`config.mk`:
```
export PLATFORM = sky130hd
export DESIGN_NAME = conv_mac_accum
export DESIGN_NICKNAME = d
export VERILOG_FILES = /design/src/rtl/conv_pkg.sv /design/src/rtl/conv_result_slot.sv /design/src/rtl/conv_mac_accum.sv
export SDC_FILE = /design/constraint.sdc
export NUM_CORES = 1
export LEC_CHECK = 0
export CORE_MARGIN = 5
export CORE_UTILIZATION = 40
export CTS_BUF_LIST = sky130_fd_sc_hd__clkbuf_4 sky130_fd_sc_hd__clkbuf_8
export CTS_CLUSTER_DIAMETER = 80
export CTS_CLUSTER_SIZE = 25
export DETAILED_ROUTE_END_ITERATION = 12
export PLACE_DENSITY_LB_ADDON = 0.25
export SLEW_MARGIN = 30
export SYNTH_ARGS = -nofsm -noshare
export SYNTH_HDL_FRONTEND = slang
export SYNTH_SLANG_ARGS = --single-unit
```
`constraint.sdc`:
```
create_clock -name clk -period 5.4 [get_ports clk]
set_input_delay 1.08 -clock clk [delete_from_list [all_inputs] [get_ports clk]]
set_output_delay 1.08 -clock clk [all_outputs]
set_load 0.005 [all_outputs]
```
`src/rtl/conv_pkg.sv`:
```
// Shared conv datapath widths: used by the delay stage, the weight fetch and the MAC accumulator.
package conv_pkg;

    localparam int DATA_BW_DEF    = 8;
    localparam int WEIGHT_BW_DEF  = 8;
    localparam int KERNEL_LEN_DEF = 9;
    localparam int PROD_BW_DEF    = DATA_BW_DEF + WEIGHT_BW_DEF;

    // Widest full-precision dot product: product width plus one bit per doubling of taps.
    function automatic int conv_acc_bw(input int prod_bw, input int kernel_len);
        return prod_bw + $clog2(kernel_len);
    endfunction

    localparam int ACC_BW_DEF = conv_acc_bw(PROD_BW_DEF, KERNEL_LEN_DEF);

endpackage

```
`src/rtl/conv_result_slot.sv`:
```
// One-entry valid/ready output register for the MAC result; applies the optional ReLU clamp on load.
// Build option: define CONV_MAC_RELU_EN to clamp negative results to zero.
module conv_result_slot #(
    parameter int ACC_BW = conv_pkg::ACC_BW_DEF
) (
    input  logic                     clk,
    input  logic                     rst,
    input  logic                     load,
    input  logic signed [ACC_BW-1:0] load_acc,
    input  logic                     drain,
    output logic                     o_valid,
    output logic signed [ACC_BW-1:0] o_acc
);

    logic signed [ACC_BW-1:0] load_val;

`ifdef CONV_MAC_RELU_EN
    assign load_val = load_acc[ACC_BW-1] ? '0 : load_acc;
`else
    assign load_val = load_acc;
`endif

    // A load wins over a drain so back-to-back results pass without a bubble.
    always_ff @(posedge clk or posedge rst) begin
        if (rst) begin
            o_valid <= 1'b0;
            o_acc   <= '0;
        end else if (load) begin
            o_valid <= 1'b1;
            o_acc   <= load_val;
        end else if (drain) begin
            o_valid <= 1'b0;
        end
    end

endmodule

```
`src/rtl/conv_mac_accum.sv`:
```
// Multiply-accumulate of KERNEL_LEN delayed samples by kernel weights into one signed result slot.
// Build option: CONV_MAC_RELU_EN enables a ReLU clamp on the value presented at o_acc.
module conv_mac_accum
    import conv_pkg::*;
#(
    parameter int DATA_BW    = DATA_BW_DEF,
    parameter int WEIGHT_BW  = WEIGHT_BW_DEF,
    parameter int KERNEL_LEN = KERNEL_LEN_DEF,
    parameter int ACC_BW     = conv_acc_bw(DATA_BW + WEIGHT_BW, KERNEL_LEN)
) (
    input  logic                        clk,
    input  logic                        rst,
    input  logic                        i_valid,
    input  logic signed [DATA_BW-1:0]   i_x,
    input  logic signed [WEIGHT_BW-1:0] i_w,
    output logic                        o_ready,
    input  logic                        i_clear,
    output logic                        o_valid,
    output logic signed [ACC_BW-1:0]    o_acc,
    input  logic                        i_ready
);

    localparam int PROD_BW = DATA_BW + WEIGHT_BW;
    localparam int CNT_BW  = $clog2(KERNEL_LEN);
    localparam logic [CNT_BW-1:0] LAST_TAP = CNT_BW'(KERNEL_LEN - 1);

    logic [CNT_BW-1:0]        tap_cnt;
    logic signed [ACC_BW-1:0] acc;
    logic signed [PROD_BW-1:0] prod;
    logic signed [ACC_BW-1:0] prod_ext;
    logic signed [ACC_BW-1:0] sum;
    logic                     is_last;
    logic                     accept;
    logic                     load;

    assign prod     = PROD_BW'(i_x) * PROD_BW'(i_w);
    assign prod_ext = ACC_BW'(prod);
    assign sum      = acc + prod_ext;

    // Only the closing tap can be held back, and only while the slot is full and not draining.
    assign is_last = (tap_cnt == LAST_TAP);
    assign o_ready = !is_last || !o_valid || i_ready;
    assign accept  = i_valid && o_ready && !i_clear;
    assign load    = accept && is_last;

    always_ff @(posedge clk or posedge rst) begin
        if (rst) begin
            tap_cnt <= '0;
            acc     <= '0;
        end else if (i_clear) begin
            tap_cnt <= '0;
            acc     <= '0;
        end else if (accept) begin
            if (is_last) begin
                tap_cnt <= '0;
                acc     <= '0;
            end else begin
                tap_cnt <= tap_cnt + 1'b1;
                acc     <= sum;
            end
        end
    end

    conv_result_slot #(
        .ACC_BW (ACC_BW)
    ) u_slot (
        .clk      (clk),
        .rst      (rst),
        .load     (load),
        .load_acc (sum),
        .drain    (i_ready),
        .o_valid  (o_valid),
        .o_acc    (o_acc)
    );

endmodule

```
Word-level counts from Yosys, hierarchy flattened
Cells that the tools add are included.

cells by class
  add/sub/neg operators = 2
  reductions and logical operators = 10
  muxes and demuxes = 8
  multiply operators = 1
  equal/unequal tests = 1

operators with widths
  cell                                         number
  two-way mux 20 bit                           3
  adder 20 x 16 -> 20 bit                      1
  multiplier 8 x 8 -> 16 bit                   1
  two-way mux 4 bit                            3
  adder 4 x 1 -> 4 bit, second input constant  1
  equality test 4 bit, second input constant   1
  nonzero test 2 bit                           2
  logical AND 1 bit                            3
  zero test 1 bit                              3
  logical OR 1 bit                             2
  two-way mux 1 bit                            2

storage, ports and cells
  output and inout bits = 22
  register bits = 45
  bits of input ports = 21

Depth between registers and ports, before layout
Gate-level depths: netlist (run 1).

  word-level depth = 8
  gate-level depth with buffers = 19
  gate-level depth less buffers = 18

By module
A second synthesis (run 1) with hierarchy kept.

second synthesis, totals
  cell total of the unflattened synthesis = 522
  area, all modules = 5517.8 um^2

by module, submodules not included
  module            area each (um^2)  times used  cells an instance
  conv_mac_accum    4658.2            1           476
  conv_result_slot  859.6             1           46

Least setup slack after synthesis (run 1)
No wires, ideal clock.

  path type = input-to-reg
  start = input port i_x[7]
  end = register acc[16]
  data required time = 5.278 ns
  buffers on the path = 0
  stages on the path = 15
  setup slack = -0.573 ns
  data arrival time = 5.852 ns
  setup time = 0.122 ns
  cells stage by stage = and2_1 > inv_1 > fa_1 > inv_1 > fa_1 > fa_1 > fa_1 > fa_1 > ha_1 > o21a_1 > o31a_1 > o41ai_2 > a21oi_1 > or3_1 > a32o_1

on the way
  word-level cells in the longest chain between the ends = 5

RTL lines
  element                     RTL line              source
  from (decl)                 conv_mac_accum.sv:14  input logic signed [DATA_BW-1:0] i_x,
  multiplier 8 x 8 -> 16 bit  conv_mac_accum.sv:36  assign prod = PROD_BW'(i_x) * PROD_BW'(i_w);
  adder 20 x 16 -> 20 bit     conv_mac_accum.sv:38  assign sum = acc + prod_ext;
  two-way mux 20 bit          conv_mac_accum.sv:54  if (is_last) begin
  two-way mux 20 bit          conv_mac_accum.sv:53  end else if (accept) begin
  two-way mux 20 bit          conv_mac_accum.sv:50  end else if (i_clear) begin
  to (signal assigned)        conv_mac_accum.sv:59  acc <= sum;
  to (decl)                   conv_mac_accum.sv:28  logic signed [ACC_BW-1:0] acc;

No other way between the ends. The select of a mux whose other input is x is not followed.
A chain may end at the register's enable or synchronous reset.

Final worst setup path (run 1)
  start = input port i_x[6]
  end = register acc[16]

Same word-level chain as after synthesis.

==> results by group, run 1 <==
Run status
  – Run status: completed

Synthesis
  – Register area share after synthesis: 21.2%
  – Async SR Flop Fraction: 100%
  – Number of synthesized flops with an enable pin: 0
  – Mapped cell area: 0.00530 sq mm
  – Commonest register cell after synthesis: dfrtp_1
  – Distinct cells, synth: 42
  – Register bit total from synthesis: 45
  – Net Count, Synth: 682
  – Synth Warn #: 0
  – Syn Inst Count: 525
  – Syn avg cell area: 10.1 sq um

Cells and area
  – # diodes: 0
  – Synthesis-to-layout area growth: 27.9%
  – Post-layout util: a little over 50%
  – Multi-input gate area: 0.00402 sq mm
  – Most frequent standard cell in the layout excluding fill and tap cells: inv_1
  – Layout cell share with drive strength beyond 1: a little under a quarter
  – Most frequent cells in the layout: inv_1, fa_1, buf_4
  – Layout fillers: 1188
  – Register area: about 0.0011 sq mm
  – Nets: 795

Routing
  – Via count: 3941
  – DRT Pass-1 Iters: 4
  – Vias per inst: 4.84
  – Avg WL per Cell: roughly 15 microns
  – 1st-iter DRT viols: 193
  – Final WL: 12300 microns
  – Post-route ant nets: 0
  – DRC viols: 0

Hold path
  – Hold EP: u_slot.o_acc[5]$_DFFE_PP0P_
  – Hold WC Path Type: flip-flop to flip-flop
  – Hold depth: 2
  – Hold path start: u_slot.o_acc[5]$_DFFE_PP0P_

Clock tree
  – Clk pin slew, worst setup/hold paths: 80 ps
  – CTS buffer count: 5
  – Worst-Skew Late Latency: 300 ps
  – CTS tree: built
  – CTS Buffer Depth: 2
  – Root Driver: clkbuf_8
  – H-tree level count: 2
  – CTS Sinks: 45

Floorplan
  – Initial core utilization: 40.4%
  – DIE HEIGHT: 125 microns
  – DIE AREA: ~0.016 sq mm
  – Die Wd: 125 microns
  – Boundary pin count: 43
  – Core area: 0.0131 sq mm
  – Row count: 42

Global route
  – Initial antenna violation count: 0
  – Vias in the first global route: between 4000 and 5000
  – First-pass GRT wire length: approximately 21000 microns
  – Total gr overflow: 0
  – Total GRT Usage: 16.4%
  – Largest net degree at the start of global routing: 46

Timing
  – Fmax: 191 MHz
  – Worst-Margin Slew: 804 ps
  – Final Critical Period: approximately 5200 ps
  – Final setup viols: 0
  – Endpoints failing hold: 0
  – Layout Skew: 5.77 ps
  – Slew Limit Fails: 0
  – RSZ-0062 raised after global routing: false
  – Worst slew margin: 46.4%
  – Final worst path period share: ~100%

Worst setup path
  – Worst path bufs/invs: 9
  – Startpoint types: input pin
  – Crit. End Element: flip-flop
  – Critical path depth in cells: 22
  – Crit path largest cell delay: 540 ps
  – R2R setup slack: between 600 and 700 ps
  – Reg2reg end: acc[14]$_DFFE_PP0P_
  – Critical path fanouts, max: 6
  – RR Startpoint: acc[6]$_DFFE_PP0P_
  – Worst Path Arrival: about 5400 ps
  – Worst-path cell chain: buf_2 -> buf_4 -> and2_1 -> fa_1 -> inv_1 -> fa_1 -> inv_1 -> fa_1 -> inv_1 -> fa_1 -> inv_1 -> ha_4 -> ha_4 -> buf_4 -> nand2_1 -> nor2_2 -> buf_4 -> buf_4 -> nand2_1 -> a21oi_2 -> or3_1 -> a32o_1
  – Worst setup path class: input pin to flip-flop
  – CP max-delay cell: fa_1
  – Required time of the critical path: between 5000 and 6000 ps
  – Cell depth of the worst flop-to-flop path: 17
  – Delay-heaviest family, CP: adder cells

Place
  – HPWL after detailed placement: 10300 microns
  – Number of port buffers: 42
  – Placer Congestion: slightly below 0.9

Flow run
  – Maxcap violations: 0
==> logic make-up (layout without fill, tap and decap cells) <==
logic type | after synthesis | count (layout) | synth area share, %
xor+xnor | 18 | 18 | 2.97
buf+inv | 103 | 216 | 7.39
simple gates | 145 | 145 | 13.2
compound gates | 71 | 71 | 9.18
flops | 45 | 45 | 21.2
mux | 7 | 7 | 1.44
fa+ha+maj | 136 | 136 | 44.6
==> sequential cells by signal, summed over array words and instances, names as in the netlist <==
register and count:
acc 20, tap_cnt 4, u_slot.o_valid 1, u_slot.o_acc 20
==> stage by stage <==
step | hold WS [ps] | instances | worst slack [ps] | TNS, ps | area (sq um)
3_5_place_dp | 468 | 799 | -901 | -15420 | 6400
2_1_floorplan | 450 | 525 | -181 | -699 | 5310
4_1_cts | 489 | 809 | -74.7 | -237 | 6580
5_1_grt | 515 | 814 | 0.394 | 0 | 6780
6_report | 484 | 814 | 151 | 0 | 6780
3_3_place_gp | 458 | 799 | -901 | -14250 | 6400
==> area by class of cell <==
| cell class | instances | share of cell area, % |
|---|---|---|
| inverter | 94 | 5.20 |
| multi-input combinational | 377 | 59.3 |
| sequential | 45 | 16.6 |
| timing repair buffer | 115 | 14.3 |
| tap | 176 | 3.25 |
| clock buffer | 6 | 1.13 |
| clock inverter | 1 | 0.129 |
==> how the worst max path moves through the flow <==
stage | end | from
2_1_floorplan | acc[16]$_DFFE_PP0P_ | i_x[7]
3_3_place_gp | u_slot.o_acc[19]$_DFFE_PP0P_ | i_x[7]
3_5_place_dp | u_slot.o_acc[19]$_DFFE_PP0P_ | i_x[7]
4_1_cts | acc[14]$_DFFE_PP0P_ | i_x[0]
5_1_grt | u_slot.o_acc[13]$_DFFE_PP0P_ | i_w[5]
6_report | acc[16]$_DFFE_PP0P_ | i_x[6]
==> synth_stat cells, types with 4 or more instances <==
| cell type | n | area share, % |
|---|---|---|
| inv_1 | 94 | 6.7 |
| fa_1 | 88 | 33 |
| nand2_1 | 72 | 5.1 |
| ha_1 | 48 | 11 |
| dfrtp_1 | 45 | 21 |
| and2_1 | 33 | 3.9 |
| o21ai_0 | 23 | 2.2 |
| xnor2_1 | 15 | 2.5 |
| nor2_1 | 14 | 0.99 |
| a22o_1 | 12 | 2.0 |
| a21oi_1 | 11 | 1.0 |
| a21o_1 | 6 | 0.85 |
| clkbuf_1 | 5 | 0.35 |
| mux2_2 | 5 | 1.1 |
| nand2b_1 | 5 | 0.59 |
| nand3_1 | 5 | 0.47 |
| buf_2 | 4 | 0.38 |
| or3_1 | 4 | 0.47 |
==> per-layer routing <==
layer,vias up,share of wire [%],GRT usage (%)
met1,1958,46,23.1
met3,18,3.1,2.39
met4,0,1.6,4.08
li1,1893,-,-
met2,72,50,26.9
met5,-,0,0
==> worst min-delay path, stage by stage, from the launching register on <==
cell     delay (ps)
dfrtp_1         340
nand2_1          50
o21ai_0          60
==> timing repair <==
item,CTS,global route
hold buffers,0,0
gates cloned,0,0
endpoints found under the hold margin,0,0
buffers inserted,3,5
gates resized for setup,100,33
pin swaps,21,21
setup endpoints to repair,20,18
Power of run 1 is left out: the tool's default activity adds up to more than one toggle a clock period on the data nets, which glitch-free logic cannot reach.
==> run 2, diff against run 1 <==
Settings changed: PLACE_DENSITY_LB_ADDON 0.25 to 0.08.
==> run 2 against run 1 <==
  * Utilization shrank 0.34 points
  * Maximum frequency shrank 1.4%
  * Largest cell class unchanged
  * Register-to-register slack lost 30 ps
==> results by group, run 2 (synthesized netlist as in run 1, its figures left out) <==
Run status
  – Run status: completed

Worst setup path
  – Required time of the critical path: ~5600 ps
  – Worst Path Arrival: ~5500 ps
  – Crit path top cell by count: fa_1
  – Startpoint types: input pin
  – CP max-delay cell: fa_1
  – Crit path largest cell delay: ~550 ps
  – Worst setup path class: input pin to flip-flop
  – Worst-path cell chain: clkdlybuf4s15_1 -> buf_4 -> and2_1 -> fa_1 -> fa_1 -> fa_1 -> fa_1 -> ha_1 -> ha_1 -> a2111oi_1 -> o21ai_1 -> and2_1 -> a31oi_1 -> xnor2_1 -> mux2_2
  – Critical path fanouts, max: 7
  – Crit. End Element: flip-flop

Floorplan
  – DIE AREA: 0.0157 sq mm
  – Initial core utilization: 40.4%
  – Core area: 0.0131 sq mm
  – Die Wd: about 130 microns
  – Boundary pin count: 43
  – DIE HEIGHT: 125 microns
  – Row count: 42

Timing
  – Final Critical Period: 5320 ps
  – RSZ-0062 raised after global routing: true
  – Slew Limit Fails: 0
  – Layout Skew: around 15 ps
  – Worst slew margin: 46.6%
  – Hold_ws: 493 ps
  – Worst-Margin Slew: around 800 ps
  – Final setup viols: 0
  – Final worst path period share: 98.6%
  – TNS Setup: 0 ps
  – Endpoints failing hold: 0
  – Fmax: about 190 MHz

Flow run
  – Maxcap violations: 0

Global route
  – Initial antenna violation count: 0
  – Vias in the first global route: ~4300
  – Total gr overflow: 0
  – Total GRT Usage: 16.3%
  – First-pass GRT wire length: 21000 microns
  – Largest net degree at the start of global routing: 46

Cells and area
  – Most frequent cells in the layout: inv_1, fa_1, buf_4
  – Layout cell share with drive strength beyond 1: a little over a fifth
  – Post-layout util: 51.3%
  – Largest regs: acc: 20 flops, u_slot.o_acc: 20 flops, tap_cnt: 4 flops
  – Layout fillers: 1264
  – Cell Count, Final, Fillers Out: approximately 810
  – Nets: about 800
  – # diodes: 0
  – Most frequent standard cell in the layout excluding fill and tap cells: inv_1
  – Synthesis-to-layout area growth: 27.0%

Routing
  – Final WL: 12100 microns
  – Avg WL per Cell: around 15 microns
  – DRT Pass-1 Iters: 4
  – Post-route ant nets: 0
  – DRC viols: 0
  – 1st-iter DRT viols: 123
  – Vias per inst: 4.82
  – Via count: 3918

Clock tree
  – CTS Buffer Depth: 2
  – CTS tree: built
  – H-tree level count: 2
  – Worst-Skew Late Latency: 300 ps
  – Clk pin slew, worst setup/hold paths: 100 ps
  – Hold-fix buffers at CTS: 0
  – Root Driver: clkbuf_8
  – CTS buffer count: 5
  – CTS Sinks: 45

Place
  – Placer Congestion: 0.793
  – Number of port buffers: 42
  – Cells after DPL: 797
  – HPWL after detailed placement: 10100 microns

Hold path
  – Hold WC Path Type: flip-flop to flip-flop
run 2: area by class of cell:
type	instances	area, sq um	area share [%]
Tap cell	176	220	3.27
Sequential cell	45	1130	16.7
Multi-Input combinational cell	377	3940	58.6
Timing Repair Buffer	113	953	14.2
Clock buffer	5	68.8	1.02
Inverter	94	354	5.26
Clock inverter	3	68.8	1.02
run 2: per-layer routing:
metal  wire length, microns  vias up  track usage (%)
met5                      0        -                0
li1                       -     1885                -
met3                    205       10             1.92
met2                   6180       33             28.0
met1                   5570     1990             22.2
met4                    184        0             3.57
run 2: worst paths after layout:
kind                                        startpoint                      endpoint  slack, ps  depth (start not counted)
max                                             i_w[5]  u_slot.o_acc[13]$_DFFE_PP0P_         80                         15
max reg2reg                         acc[6]$_DFFE_PP0P_           acc[14]$_DFFE_PP0P_        630                         17
min in group asynchronous                          rst    u_slot.o_valid$_DFFE_PP0P_       1220                          2
min                        u_slot.o_acc[2]$_DFFE_PP0P_   u_slot.o_acc[2]$_DFFE_PP0P_        490                          2
min reg2reg                u_slot.o_acc[2]$_DFFE_PP0P_   u_slot.o_acc[2]$_DFFE_PP0P_        490                          2
max in group asynchronous                          rst           acc[14]$_DFFE_PP0P_       3700                          2
run 2: what timing repair did:
action / CTS / global route
resized for setup: 90 / 39
pin swaps: 19 / 22
buffers inserted: 2 / 6
setup endpoints to repair: 20 / 16
run 2: metrics by stage:
step / setup slack [ps] / cell area [sq um]
floorplan: -181 / 5310
global placement: -857 / 6380
detailed placement: -864 / 6380
CTS: -134 / 6540
global route: -59.9 / 6740
finish: 75.8 / 6740
run 2: critical path, delay by kind of cell:
family	cells	cell delay, ps
compound gates	3	790
xor+xnor	1	110
fa+ha+maj	6	2530
buf+inv	2	340
mux	1	260
simple gates	2	400
Power of run 2 is left out for the same reason.
